### src/rtl/morse_symbol_sequencer.sv
// morse_symbol_sequencer: turns keyed mark/space durations, timed by an external BCD unit counter, into DOT/DASH/gap symbols.
// Optional MORSE_SEQ_TIMEOUT_EN: a space reaching max_units emits WORD_GAP and returns to IDLE.
`ifndef UNIT_BCD_W
`define UNIT_BCD_W 2
`endif
module morse_symbol_sequencer (
  input  logic                       clk,
  input  logic                       clr,
  input  logic                       ce,
  input  logic                       signal,
  input  logic [`UNIT_BCD_W*4-1:0]   pulses_per_unit,
  input  logic [`UNIT_BCD_W*4-1:0]   max_units,
  input  logic [`UNIT_BCD_W*4-1:0]   units_cnt,
  output logic                       units_clr,
  output logic                       units_ce,
  output logic                       sym_valid,
  output logic [1:0]                 sym_code,
  input  logic                       sym_ready,
  output logic                       overrun
);
  localparam int W = `UNIT_BCD_W;
  localparam int BW = 4 * W;
  typedef enum logic [1:0] {IDLE, MARK, SPACE} state_t;
  state_t state, nxt;
  logic last_signal, rise, fall, tick, new_sym, leave;
  logic [1:0] code;
  logic [BW-1:0] presc, presc_inc, ppu;
  function automatic logic [BW-1:0] bcd_inc(input logic [BW-1:0] v);
    logic c;
    c = 1'b1;
    bcd_inc = v;
    for (int i = 0; i < W; i++)
      if (c) begin
        c = v[4*i+:4] == 4'd9;
        bcd_inc[4*i+:4] = c ? 4'd0 : v[4*i+:4] + 4'd1;
      end
  endfunction
  assign ppu = pulses_per_unit == '0 ? BW'(1) : pulses_per_unit;
  assign presc_inc = bcd_inc(presc);
  // >= rather than == so a ppu lowered mid-count still wraps promptly
  assign tick = presc_inc >= ppu;
  assign rise = ce & signal & ~last_signal;
  assign fall = ce & ~signal & last_signal;
  assign units_ce = ce & tick & (units_cnt != max_units) & (state != IDLE);
  always_comb begin
    nxt = state;
    new_sym = 1'b0;
    code = 2'd0;
    leave = 1'b0;
    case (state)
      IDLE: nxt = rise ? MARK : IDLE;
      MARK:
        if (fall) begin
          nxt = SPACE;
          leave = 1'b1;
          new_sym = 1'b1;
          code = units_cnt < BW'(2) ? 2'd0 : 2'd1;
        end
      SPACE:
        if (rise) begin
          nxt = MARK;
          leave = 1'b1;
          new_sym = units_cnt >= BW'(2);
          code = units_cnt >= BW'(5) ? 2'd3 : 2'd2;
        end
`ifdef MORSE_SEQ_TIMEOUT_EN
        else if (ce && units_cnt == max_units) begin
          nxt = IDLE;
          leave = 1'b1;
          new_sym = 1'b1;
          code = 2'd3;
        end
`endif
      default: nxt = IDLE;
    endcase
  end
  always_ff @(posedge clk) begin
    if (clr) begin
      state <= IDLE;
      last_signal <= 1'b0;
      presc <= '0;
      sym_valid <= 1'b0;
      sym_code <= 2'd0;
      overrun <= 1'b0;
      units_clr <= 1'b1;
    end else begin
      state <= nxt;
      units_clr <= nxt == IDLE || leave;
      if (ce) begin
        last_signal <= signal;
        presc <= (rise || fall || tick) ? '0 : presc_inc;
      end
      if (new_sym && (!sym_valid || sym_ready)) begin
        sym_valid <= 1'b1;
        sym_code <= code;
      end else if (sym_ready) sym_valid <= 1'b0;
      if (new_sym && sym_valid && !sym_ready) overrun <= 1'b1;
    end
  end
endmodule

### config.mk
export PLATFORM = sky130hd
export DESIGN_NAME = morse_symbol_sequencer
export DESIGN_NICKNAME = d
export VERILOG_FILES = /design/src/rtl/morse_symbol_sequencer.sv
export SDC_FILE = /design/constraint.sdc
export NUM_CORES = 1
export LEC_CHECK = 0
export BUFFER_PORTS_ARGS = -buffer_cell sky130_fd_sc_hd__buf_4
export CAP_MARGIN = 20
export CORE_AREA = 4 4 46 64
export CTS_BUF_LIST = sky130_fd_sc_hd__clkbuf_4
export DETAILED_ROUTE_END_ITERATION = 8
export DIE_AREA = 0 0 50 68
export PLACE_DENSITY = 0.92
export SLEW_MARGIN = 20
export SYNTH_ARGS = -nofsm -noshare
export SYNTH_HDL_FRONTEND = slang
export SYNTH_SLANG_ARGS = --single-unit
### constraint.sdc
create_clock -name clk -period 4.5 [get_ports clk]
set_clock_uncertainty 0.15 [all_clocks]
set_input_delay 0.45 -clock clk [delete_from_list [all_inputs] [get_ports clk]]
set_output_delay 0.45 -clock clk [all_outputs]
set_load 0.005 [all_outputs]
==> results.txt <==
Outcome = complete, no violations
TritonCTS clock tree = yes
Hold buffer count at CTS = 0
RSZ-0062 raised after global routing = no
Root buffer cell = clkbuf_4
DR pass1 iterations = 4
Synth Instances = 164
Vias in the first global route = 1308
Port-buffer cells = 34
Area growth syn-to-layout = 21.9%
Post-CTS Resized = 0
Maximum vdd drop = 106 µV
Worst Path Required = 3900 ps
Initial Util = 0.569
Final setup vio count = 0
Ys async rst share = 0
Pre-CTS WS = 1510 ps
Largest net degree at the start of global routing = 24
Max Freq = 0.299 GHz
WL final = 2950 µm
Share of the synthesized area in the top cell type = 0.235
Synthesized area = 1360 µm²
Post-synthesis sequential area ratio = 0.235
Netlist cell types = 40
Vias = 1284
Worst setup margin = 1150 ps
1st-iter DRT viols = 28
Comb pwr share = 0.231
First-pass GRT wire length = 5250 µm
Post-route setup TNS = 0 ps
Share of layout cells above drive strength 1 = 0.254
Clock power frac = 0.263
WS Path Type = reg -> out
Worst hold path type = in -> reg
CP Max Fanout = 5
Final max-slew violation count = 0
H-tree depth = 1
Synthesized flop and latch total = 16
Switching share of power = 0.265
Nets = 242
Core area = 2390 µm²
DRC viols = 0
Slew HR = 0.749
Antenna Nets Post-Route = 0
Post-layout minimum cycle time = 3350 ps
Final Hold Vio Count = 0
Internal Pwr Total = 214 µW
Detail Placement HPWL = 2450 µm
Commonest non-fill, non-tap cell in the layout = buf_4
Placer congestion estimate = 0.773
Avg Vias per Cell = 5.56
Kind of end point of the critical path = output port
Clk sink count = 16
Chip height = 68 µm
Worst setup SP type = flop
Die area = 3400 µm²
Slew @ Worst Pin = 376 ps
Critical path cell sequence = nor2b_1 -> nand3_1 -> o21ai_1 -> o221a_2 -> inv_1 -> ha_1 -> nand4_1 -> o31ai_1 -> nor2_1 -> nor4b_1 -> buf_4
Main synth FF type = dfxtp_1
P_leak = 0.726 nW
Post-route cell area = 1660 µm²
CTS max path bufs = 2
# Max-Cap Violations = 0
Mapped Avg Cell Area = 8.30 µm²
Clock Pin Slew Worst Setup and Hold Paths = 90 ps
EDFF count, synth = 0
Diode count = 0
Final period util = 0.744
Largest cells by area after synthesis = dfxtp_1 24%, ha_1 14%, xnor2_1 6.4%
Arrival time at the worst endpoint = 2750 ps
P_sw = 77.1 µW
Slowest stage delay, CP = 400 ps
Boundary Pins = 35
Initial antenna violation count = 0
Synth Net Count = 208
Crit-path slowest cell = dfxtp_1
Sequential Power Share = 0.506
Clk_lat worst skew = 280 ps
Post-CTS setup buffer count = 0
Die Wd = 50 µm
Power Density = 175 nW/µm²
Row cnt = 21
Routed WL per cell = 12.8 µm
Synth area leader = dfxtp_1
Placed instance area = 1630 µm²
Commonest cells after routing, fill and taps aside = 34 x buf_4, 19 x inv_1, 17 x nor2_1
Grt ovf = 0
Tot GR Track Use = 0.196
Yosys synthesis warning count = 0
Total CTS buffers = 3
[cells by family (layout without fill, tap and decap cells)]
kind of cell	after synthesis	after routing	synth area share
multiplexers	3	3	0.0221
adder cells (fa/ha/maj)	15	15	0.138
AO/OA/AOI/OAI	36	36	0.224
AND/OR/NAND/NOR	60	60	0.244
XOR/XNOR	10	10	0.0643
flip-flops	16	16	0.235
buffers and inverters	24	57	0.0717
[worst max-delay path: cells and delay by family (launching register included)]
kind	cells	cell delay (ps)
buffers and inverters	2	210
adder cells (fa/ha/maj)	1	300
AO/OA/AOI/OAI	3	690
AND/OR/NAND/NOR	5	870
flip-flops	1	400
[final timing paths]
check,depth (start not counted),from,end,slack (ps)
hold / removal,3,signal,last_signal,300
setup / recovery,11,presc[3],units_ce,1150
setup reg to reg,11,presc[3],presc[3],1630
hold reg to reg,2,sym_code[0],sym_code[0],360
[sequential cells by signal (all words and copies together) (netlist names)]
register and cells:
units_clr 1, sym_valid 1, presc 8, last_signal 1
state 2, sym_code 2, overrun 1
[stage by stage]
stage	power [mW]	instances	util	hold slack, ps
after floorplan	0.190	164	-	326
after global placement	0.215	227	0.683	332
after detailed placement	0.218	227	0.683	338
after CTS	0.293	231	0.694	300
after global routing	0.307	231	0.694	335
final	0.291	231	0.694	305
[Yosys cell counts (all sizes together) (6+ instances only)]
library cell / instances
ha: 15
xnor2: 10
a21oi: 7
dfxtp: 16
nand2: 11
nor2: 17
nand3b: 6
nand2b: 7
o21ai: 6
inv: 19
o31ai: 7
[area by class of cell]
class	instances	area, µm²
timing repair buffer	34	255
clock buffer	3	22.5
tap	34	42.5
clock inverter	1	3.75
sequential	16	320
fill	181	732
inverter	19	71.3
multi-input combinational	124	943
[metal layers]
| metal | track usage | routed length [µm] | up-vias |
|---|---|---|---|
| li1 | - | - | 642 |
| met1 | 0.191 | 1080 | 588 |
| met2 | 0.381 | 1610 | 50 |
| met3 | 0.0414 | 207 | 4 |
| met4 | 0.100 | 50 | 0 |
| met5 | 0 | 0 | - |
[power by group through the flow]
stage | sequential (mW) | clock (mW) | combinational [mW]
after floorplan | 0.150 | 0 | 0.0401
after global placement | 0.150 | 0 | 0.0645
after detailed placement | 0.150 | 0 | 0.0673
after CTS | 0.147 | 0.0785 | 0.0677
after global routing | 0.148 | 0.0848 | 0.0746
final | 0.147 | 0.0766 | 0.0672
Power figures use the tool's default switching activity.
